<file path="src/rtl/src_ctrl_pkg.sv">
// Shared types for the SRC hardwired control unit: step encoding, opcodes,
// ALU function codes and the per-step control word.
package src_ctrl_pkg;

   typedef enum logic [3:0] {
      S_IDLE, S_T0, S_T1, S_T2, S_T3, S_T4, S_T5, S_T6, S_T7, S_HALT
   } step_e;

   localparam logic [4:0] OP_NOP  = 5'd0;
   localparam logic [4:0] OP_LD   = 5'd1;
   localparam logic [4:0] OP_ST   = 5'd3;
   localparam logic [4:0] OP_LA   = 5'd5;
   localparam logic [4:0] OP_BR   = 5'd8;
   localparam logic [4:0] OP_BRL  = 5'd9;
   localparam logic [4:0] OP_ADD  = 5'd12;
   localparam logic [4:0] OP_ADDI = 5'd13;
   localparam logic [4:0] OP_SUB  = 5'd14;
   localparam logic [4:0] OP_NEG  = 5'd15;
   localparam logic [4:0] OP_AND  = 5'd20;
   localparam logic [4:0] OP_ANDI = 5'd21;
   localparam logic [4:0] OP_OR   = 5'd22;
   localparam logic [4:0] OP_ORI  = 5'd23;
   localparam logic [4:0] OP_NOT  = 5'd24;
   localparam logic [4:0] OP_STOP = 5'd31;

   typedef enum logic [3:0] {
      ALU_PASS, ALU_ADD, ALU_SUB, ALU_AND, ALU_OR, ALU_NEG, ALU_NOT, ALU_INC4
   } alu_op_e;

   typedef struct packed {
      logic    pc_out, pc_in, inc4, ma_in, md_out, md_in, read, write, ir_in;
      logic    c1, c2, gra, grb, grc, r_out, ba_out, r_in;
      logic    a_in, c_in, c_out, con_in;
      alu_op_e alu_op;
   } ctrl_t;

   // Address arithmetic for la/ld/st always adds the displacement.
   function automatic alu_op_e alu_for(input logic [4:0] op);
      alu_op_e f;
      case (op)
         OP_ADD, OP_ADDI, OP_LA, OP_LD, OP_ST: f = ALU_ADD;
         OP_SUB:                               f = ALU_SUB;
         OP_AND, OP_ANDI:                      f = ALU_AND;
         OP_OR, OP_ORI:                        f = ALU_OR;
         OP_NEG:                               f = ALU_NEG;
         OP_NOT:                               f = ALU_NOT;
         default:                              f = ALU_PASS;
      endcase
      return f;
   endfunction

endpackage

</file>
<file path="src/rtl/src_mem_wait.sv">
// Memory handshake wait tracker: counts unanswered wait cycles and flags a
// timeout on the last permitted cycle; done on that cycle still proceeds.
module src_mem_wait #(
   parameter int MEM_TIMEOUT = 16
) (
   input  logic clk,
   input  logic rst,
   input  logic active,
   input  logic done,
   output logic proceed,
   output logic timeout
);
   localparam int CW = $clog2(MEM_TIMEOUT);

   logic [CW-1:0] cnt_q, cnt_d;

   assign proceed = active & done;
   assign timeout = active & ~done & (cnt_q == CW'(MEM_TIMEOUT - 1));

   always_comb begin
      cnt_d = '0;
      if (active && !done && !timeout) cnt_d = cnt_q + 1'b1;
   end

   always_ff @(posedge clk) begin
      if (rst) cnt_q <= '0;
      else     cnt_q <= cnt_d;
   end
endmodule

</file>
<file path="src/rtl/src_control_unit.sv">
// Hardwired Moore sequencer for the single-bus SRC datapath: step register
// plus a combinational decode of {step, opcode, con} into the control word.
module src_control_unit
   import src_ctrl_pkg::*;
#(
   parameter int MEM_TIMEOUT = 16,
   parameter int OPC_W       = 5
) (
   input  logic             clk,
   input  logic             rst,
   input  logic             start,
   input  logic [OPC_W-1:0] opcode,
   input  logic             con,
   input  logic             done,
   output logic             PCout, PCin, INC4,
   output logic             MAin, MDout, MDin,
   output logic             Read, Write,
   output logic             IRin, c1, c2,
   output logic             Gra, Grb, Grc, Rout, BAout, Rin,
   output logic             Ain, Cin, Cout, CONin,
   output logic [3:0]       alu_op,
   output logic             halted,
   output logic             illegal,
   output logic             bus_err
);
   step_e step_q, step_d;
   logic  first_q, bus_err_q;
   logic  wait_act, proceed, timeout;
   ctrl_t cw;

   logic is_alu3, is_imm, is_addr, is_ld, is_st, is_un, is_br, is_brl;
   logic is_nop, is_stop, is_legal;

   assign is_alu3  = opcode inside {OP_ADD, OP_SUB, OP_AND, OP_OR};
   assign is_imm   = opcode inside {OP_ADDI, OP_ANDI, OP_ORI};
   assign is_ld    = (opcode == OP_LD);
   assign is_st    = (opcode == OP_ST);
   assign is_addr  = is_ld | is_st | (opcode == OP_LA);
   assign is_un    = opcode inside {OP_NEG, OP_NOT};
   assign is_br    = (opcode == OP_BR);
   assign is_brl   = (opcode == OP_BRL);
   assign is_nop   = (opcode == OP_NOP);
   assign is_stop  = (opcode == OP_STOP);
   assign is_legal = is_alu3 | is_imm | is_addr | is_un | is_br | is_brl | is_nop | is_stop;

   src_mem_wait #(.MEM_TIMEOUT(MEM_TIMEOUT)) u_wait (
      .clk     (clk),
      .rst     (rst),
      .active  (wait_act),
      .done    (done),
      .proceed (proceed),
      .timeout (timeout)
   );

   always_comb begin
      step_d = step_q;
      case (step_q)
         S_IDLE, S_HALT: if (start) step_d = S_T0;
         S_T0: step_d = S_T1;
         S_T1: begin
            if (proceed)      step_d = S_T2;
            else if (timeout) step_d = S_HALT;
         end
         S_T2: step_d = S_T3;
         S_T3: begin
            if (is_stop) step_d = S_HALT;
            else if (is_alu3 | is_imm | is_addr | is_un | is_br | is_brl) step_d = S_T4;
            else step_d = S_T0;
         end
         S_T4: step_d = (is_alu3 | is_imm | is_addr | is_brl) ? S_T5 : S_T0;
         S_T5: step_d = (is_ld | is_st) ? S_T6 : S_T0;
         S_T6: begin
            if (!(is_ld | is_st)) step_d = S_T0;
            else if (proceed)     step_d = S_T7;
            else if (timeout)     step_d = S_HALT;
         end
         S_T7: step_d = S_T0;
         default: step_d = S_IDLE;
      endcase
   end

   always_ff @(posedge clk) begin
      if (rst) begin
         step_q    <= S_IDLE;
         first_q   <= 1'b0;
         bus_err_q <= 1'b0;
      end else begin
         step_q  <= step_d;
         // Marks the first cycle of any step so PC is loaded only once in T1.
         first_q <= (step_d != step_q);
         if (timeout) bus_err_q <= 1'b1;
         else if (start && (step_q == S_IDLE || step_q == S_HALT)) bus_err_q <= 1'b0;
      end
   end

   always_comb begin
      cw       = '0;
      wait_act = 1'b0;
      illegal  = 1'b0;
      case (step_q)
         S_T0: begin
            cw.pc_out = 1'b1; cw.ma_in = 1'b1; cw.inc4 = 1'b1; cw.c_in = 1'b1;
            cw.alu_op = ALU_INC4;
         end
         S_T1: begin
            cw.c_out = 1'b1; cw.pc_in = first_q; cw.read = 1'b1; wait_act = 1'b1;
         end
         S_T2: begin
            cw.md_out = 1'b1; cw.ir_in = 1'b1;
         end
         S_T3: begin
            if (is_alu3 | is_imm) begin cw.grb = 1'b1; cw.r_out = 1'b1; cw.a_in = 1'b1; end
            if (is_addr) begin cw.grb = 1'b1; cw.ba_out = 1'b1; cw.a_in = 1'b1; end
            if (is_un) begin
               cw.grc = 1'b1; cw.r_out = 1'b1; cw.c_in = 1'b1; cw.alu_op = alu_for(opcode);
            end
            if (is_br | is_brl) begin cw.grc = 1'b1; cw.r_out = 1'b1; cw.con_in = 1'b1; end
            illegal = ~is_legal;
         end
         S_T4: begin
            if (is_alu3) begin
               cw.grc = 1'b1; cw.r_out = 1'b1; cw.c_in = 1'b1; cw.alu_op = alu_for(opcode);
            end
            if (is_imm | is_addr) begin cw.c2 = 1'b1; cw.c_in = 1'b1; cw.alu_op = alu_for(opcode); end
            if (is_un) begin cw.c_out = 1'b1; cw.gra = 1'b1; cw.r_in = 1'b1; end
            if (is_br) begin cw.grb = 1'b1; cw.r_out = 1'b1; cw.pc_in = con; end
            if (is_brl) begin cw.pc_out = 1'b1; cw.gra = 1'b1; cw.r_in = con; end
         end
         S_T5: begin
            if (is_alu3 | is_imm | (is_addr & ~is_ld & ~is_st)) begin
               cw.c_out = 1'b1; cw.gra = 1'b1; cw.r_in = 1'b1;
            end
            if (is_ld | is_st) begin cw.c_out = 1'b1; cw.ma_in = 1'b1; end
            if (is_brl) begin cw.grb = 1'b1; cw.r_out = 1'b1; cw.pc_in = con; end
         end
         S_T6: begin
            wait_act = is_ld | is_st;
            cw.read  = is_ld;
            if (is_st) begin cw.gra = 1'b1; cw.r_out = 1'b1; cw.md_in = 1'b1; cw.write = 1'b1; end
         end
         S_T7: begin
            if (is_ld) begin cw.md_out = 1'b1; cw.gra = 1'b1; cw.r_in = 1'b1; end
         end
         default: ;
      endcase
   end

   assign PCout   = cw.pc_out;
   assign PCin    = cw.pc_in;
   assign INC4    = cw.inc4;
   assign MAin    = cw.ma_in;
   assign MDout   = cw.md_out;
   assign MDin    = cw.md_in;
   assign Read    = cw.read;
   assign Write   = cw.write;
   assign IRin    = cw.ir_in;
   assign c1      = cw.c1;
   assign c2      = cw.c2;
   assign Gra     = cw.gra;
   assign Grb     = cw.grb;
   assign Grc     = cw.grc;
   assign Rout    = cw.r_out;
   assign BAout   = cw.ba_out;
   assign Rin     = cw.r_in;
   assign Ain     = cw.a_in;
   assign Cin     = cw.c_in;
   assign Cout    = cw.c_out;
   assign CONin   = cw.con_in;
   assign alu_op  = cw.alu_op;
   assign halted  = (step_q == S_HALT);
   assign bus_err = bus_err_q;
endmodule
</file>
<file path="config.mk">
export PLATFORM = sky130hd
export DESIGN_NAME = src_control_unit
export DESIGN_NICKNAME = d
export VERILOG_FILES = /design/src/rtl/src_ctrl_pkg.sv /design/src/rtl/src_mem_wait.sv /design/src/rtl/src_control_unit.sv
export SDC_FILE = /design/constraint.sdc
export NUM_CORES = 1
export LEC_CHECK = 0
export CORE_ASPECT_RATIO = 1.4
export CORE_MARGIN = 8
export CORE_UTILIZATION = 48
export CTS_CLUSTER_DIAMETER = 60
export DETAILED_ROUTE_END_ITERATION = 8
export PLACE_DENSITY = 0.8
export SETUP_SLACK_MARGIN = 0.3
export SLEW_MARGIN = 20
export SYNTH_ARGS = -nofsm -noshare
export SYNTH_HDL_FRONTEND = slang
export SYNTH_HIERARCHICAL = 1
export SYNTH_SLANG_ARGS = --single-unit
</file>
<file path="constraint.sdc">
create_clock -name clk -period 3.3 [get_ports clk]
set_input_delay 0.66 -clock clk [delete_from_list [all_inputs] [get_ports clk]]
set_output_delay 0.66 -clock clk [all_outputs]
set_load 0.05 [all_outputs]
</file>
==> results of run 1 <==
[where the power goes]
part / internal, mW / leakage [nW] / switching (mW)
Sequential: 0.124 / 0.0811 / 0.00366
Clock: 0.105 / 0.0288 / 0.0506
Combinational: 0.0813 / 0.870 / 0.113
[repair_timing]
item	in CTS	in global routing
setup endpoints to repair	21	5
pin swaps	1	3
resized for setup	18	2
buffers inserted	0	1
[path summary, 6_finish.rpt]
kind                                 to  slack, ps  cells past startpoint
max                  first_q$_SDFF_PP0_        350                      9
min reg2reg  u_wait/cnt_q[0]$_SDFF_PP0_        490                      1
max reg2reg          first_q$_SDFF_PP0_        860                     10
min          u_wait/cnt_q[0]$_SDFF_PP0_        490                      1
[cell type report]
class	count	area [sq um]
multi-input combinational	156	1120
timing repair buffer	65	762
fill	198	538
sequential	10	200
clock buffer	4	55.1
tap	37	46.3
inverter	10	37.5
[stage by stage]
step | worst slack, ps | hold WS, ps
2_1_floorplan | -301 | 417
5_1_grt | 278 | 520
3_3_place_gp | 75.8 | 426
4_1_cts | 363 | 489
6_report | 346 | 494
3_5_place_dp | -75.0 | 446
[cells in the final DEF, fill, tap and decap left out, types with 3 or more instances in the layout]
cell              n
nor3_2            3
nor4_1            4
buf_4            28
clkdlybuf4s50_1   8
buf_6             6
o21a_1            3
nand4_1           3
clkbuf_8          4
and3b_1           4
nand3_1           6
a31oi_1           4
dlygate4sd2_1     5
nor2_1           17
a21oi_1           7
nor3_1            7
buf_12           18
nor2b_1           5
nand2b_1          8
o21ai_0           9
xor2_1            4
inv_1             8
dfxtp_1          10
or3_1             3
nand2_1          11
[cells by family after synthesis]
logic type / count (synthesis) / share of synthesized area [%]
AOI/OAI and AO/OA: 52 / 28.4
xor gates and xnor gates: 4 / 2.59
adders and majority gates: 1 / 0.926
buffers and inverters: 29 / 10.6
DFF: 10 / 14.8
muxes: 1 / 0.833
other: 1 / 0.278
and+or+nand+nor: 96 / 41.6
[registers in the layout (all words and copies together), names as in the netlist]
register and cells:
bus_err 1, step_q 4, u_wait/cnt_q 4, first_q 1
[layer usage]
| layer | up-vias | track usage (%) | part of all wire, % |
|---|---|---|---|
| met5 | - | 0 | 0 |
| met4 | 0 | 12.2 | 4.2 |
| met3 | 23 | 2.42 | 3.7 |
| met2 | 59 | 40.9 | 56 |
| met1 | 797 | 20.3 | 36 |
| li1 | 804 | - | - |
==> metrics, run 1 <==
CP startpoint kind input pin; GRT Total Usage 21.3%; top cells by instance count after synthesis 21 x nor2_1, 11 x nand2_1, 10 x dfxtp_1; CP endpoint kind flop; final hold viol count 0; worst slew pin tran 610 ps; GPL Wtd Cong 0.922; Most used DFF post-synth dfxtp_1; initial DRC count 63; vias in the first global route 1796; initial antenna violation count 0; worst IR drop on VDD 0.265 mV; post-DP HPWL 3930 um; Post-Syn Area 0.00135 sq mm; crit path launch opcode[4]; Die X 60.8 um; CTS tree yes; first-pass GRT wire length 8050 um; CTS HTree Levels 1; Worst EP required 3420 ps; Unique masters post-synth 58; sinks on the clock net 10; Final Power 0.478 mW; Setup CP Type in -> reg; Syn Area/Cell 6.97 sq um; Die Y 78.8 um; placed insts 277; RSZ-0062 raised after global routing true; minimum clock period 2950 ps; setup_tns 0 ps; Final #Nets 257; TritonCTS buffer count 3; DRC errors left 0; Worst Path Buf+Inv 1; ANT cells 0; Clk Latency, worst-skew pair 240 ps; Seq cells post-synth 10; hold wc startpoint u_wait/cnt_q[0]$_SDFF_PP0_; status finished clean; Synth warnings 6; Pleak 0.980 nW; final max-slew violation count 0; cell with the most instances after synthesis nor2_1; CP delay by family, top simple AND/OR/NAND/NOR gates; slowest stage delay, CP 600 ps; Initial Util 48.9%; Final Core Density 80.5%; endpoints failing setup 0; maximum clock frequency 338 MHz; MaxCap Viol Count 0; remaining antenna violation count after routing 0; slowest cell on the critical path or4b_4; final wirelength 5110 um; sequential area share after synthesis 14.8%; crit-path max FO 7; post-DR vias/cell 5.97; CTS root buffer clkbuf_8; Synth area leaders dfxtp_1 15%, nor2_1 5.8%, nand2b_1 4.2%; Yosys top cell by area dfxtp_1; layout cells sized above 1 35.9%; Area Overhead vs Synth 64.6%; R2R Path Start step_q[0]$_SDFF_PP0_; largest net degree at the start of global routing 17; post-route clock period utilization 89.5%; Vias 1683; final instance count without filler cells 282; count of hold-fix buffers inserted at cts 0; routed len/inst 18.1 um; Reg clk slew, reported paths 50 ps; Worst EP arrival 3070 ps; clock skew 4.83 ps; worst-path cell chain dlygate4sd2_1 -> or4b_4 -> o21ba_1 -> nor2_1 -> and2_2 -> and3b_1 -> o22a_2 -> o31ai_1 -> a31oi_1; fin area 0.00222 sq mm; die area 0.00479 sq mm; CTS Buffer Depth 2; total grt overflow 0; relative slew slack 59.3%; pwr dens 215 mW/mm^2; Rows 23; Post-synth EDFFs 0; # IOs 38; DRT Pass-1 Iters 4; top-area cell type share of the netlist area 14.8%; Port Buffers 35; Worst Hold Class reg -> reg; Placed Area 0.00211 sq mm; ys async rst share 0%; cells after synthesis 194; core area 0.00276 sq mm
No activity file was read; power rests on OpenSTA's default activity.
==> inputs of run 2 (changes only) <==
Settings changed: GPL_TIMING_DRIVEN set to 0, SKIP_LAST_GASP set to 1.
==> run 2 against run 1 <==
Clock skew shrank 3.4 ps; flip-flop and latch count unchanged; critical path depth is 1 higher; global-route usage fell by 1.5 points; register-to-register slack worse by 240 ps; combinational power down 4%; clock power down 3%; power decreased by 2.9%; setup slack worse by 64 ps; largest cell class unchanged.
==> metrics, run 2 (synthesis gave the netlist of run 1 again) <==
crit-path max FO 5; CP delay by family, top buffers and inverters; vias in the first global route 1652; worst-path cell chain dlygate4sd2_1 -> buf_6 -> mux2_2 -> o21ai_2 -> and3_4 -> a2111oi_4 -> buf_4 -> buf_6 -> a21oi_4 -> buf_6; Worst EP required 2640 ps; minimum clock period 3020 ps; fin worst setup slack 282 ps; routed len/inst 16.7 um; TritonCTS buffer count 3; post-DR vias/cell 5.96; final hold viol count 0; Worst EP arrival 2360 ps; Post-Place Worst Slack -793 ps; sinks on the clock net 10; Pleak 0.906 nW; ANT cells 0; Top Registers step_q x4, u_wait/cnt_q x4; worst slew pin tran 575 ps; RSZ-0062 raised after global routing true; initial DRC count 36; largest net degree at the start of global routing 11; Rows 23; remaining antenna violation count after routing 0; pwr dens 230 mW/mm^2; Top cell by count, worst path buf_6; worst IR drop on VDD 0.349 mV; die area 0.00479 sq mm; DRC errors left 0; total grt overflow 0; Clk Latency, worst-skew pair 240 ps; GPL Wtd Cong 0.980; # IOs 38; MaxCap Viol Count 0; layout cells sized above 1 38.4%; DRT Pass-1 Iters 4; final wirelength 4660 um; CTS root buffer clkbuf_8; Initial Util 48.9%; Worst Hold Class reg -> reg; Die Y 78.8 um; Setup CP Type in -> out; Vias 1664; status finished clean; post-route clock period utilization 91.5%; CP endpoint kind output pin; initial antenna violation count 0; Reg clk slew, reported paths 50 ps; Final #Nets 254; CTS tree yes; post-DP HPWL 3400 um; Final Power 0.464 mW; commonest cells after routing, fill and taps aside 15 x nor2_1, 13 x buf_2, 11 x buf_4; maximum clock frequency 331 MHz; most common cell after layout, fill and taps aside nor2_1; CTS HTree Levels 1; Port Buffers 33; GRT Total Usage 19.8%; slowest stage delay, CP 300 ps; Area Overhead vs Synth 49.1%; Die X 60.8 um; final max-slew violation count 0; slowest cell on the critical path mux2_2; clock skew 1.45 ps; Worst Path Buf+Inv 5; core area 0.00276 sq mm; Hold Slack 443 ps; CP startpoint kind input pin; relative slew slack 61.4%; endpoints failing setup 0; Final Core Density 72.9%; CTS Buffer Depth 2; first-pass GRT wire length 7500 um
run 2: cell types whose count changed in the layout (fill, tap and decap cells not counted), sizes merged:
cell	before	now
clkbuf	4	18
buf	52	32
clkdlybuf4s15	0	6
clkdlybuf4s50	8	7
dlygate4sd2	5	3
run 2: metal layers:
| layer | track usage (%) | routed length, um |
|---|---|---|
| met4 | 14.1 | 218 |
| met3 | 1.78 | 184 |
| met2 | 35.5 | 2650 |
| met1 | 20.2 | 1600 |
| met5 | 0 | 0 |
run 2: cell type report:
type | count | area, sq um
plain buffers | 19 | 131
well taps | 37 | 46.3
inverters | 10 | 37.5
flip-flops and latches | 10 | 200
fillers | 241 | 748
clock buffers | 4 | 55.1
repair buffers | 43 | 353
multi-input cells | 156 | 1190
run 2: per-stage QoR:
stage,instances,cell area [sq um],setup TNS (ps)
6_report,279,2010,0
5_1_grt,279,2010,0
2_1_floorplan,195,1430,-301
3_3_place_gp,265,1810,-10980
3_5_place_dp,265,1810,-11180
4_1_cts,278,1960,0
run 2: repair_timing:
item,4_1_cts,5_1_grt
buffers inserted,8,1
setup endpoints to repair,28,16
pin swaps,5,3
hold buffers,0,0
gates cloned,1,0
gates resized for setup,122,27
run 2: final timing paths:
kind	startpoint	endpoint	slack, ps	cells after the start
setup reg to reg	step_q[0]$_SDFF_PP0_	first_q$_SDFF_PP0_	620	11
setup / recovery	opcode[3]	alu_op[1]	280	10
hold reg to reg	u_wait/cnt_q[0]$_SDFF_PP0_	u_wait/cnt_q[0]$_SDFF_PP0_	440	1
hold / removal	u_wait/cnt_q[0]$_SDFF_PP0_	u_wait/cnt_q[0]$_SDFF_PP0_	440	1
run 2: worst reg2reg max path, delay by kind of cell (launching register included):
kind,cells,cell delay [ps]
flip-flops,1,320
AND/OR/NAND/NOR,5,640
buffers and inverters,2,700
AO/OA/AOI/OAI,3,710
XOR/XNOR,1,190
run 2: report_power, final:
group	internal [mW]	leakage, nW	switching (mW)
combinational	0.0703	0.796	0.115
sequential	0.124	0.0811	0.00151
clock	0.105	0.0288	0.0476
total	0.300	0.906	0.164
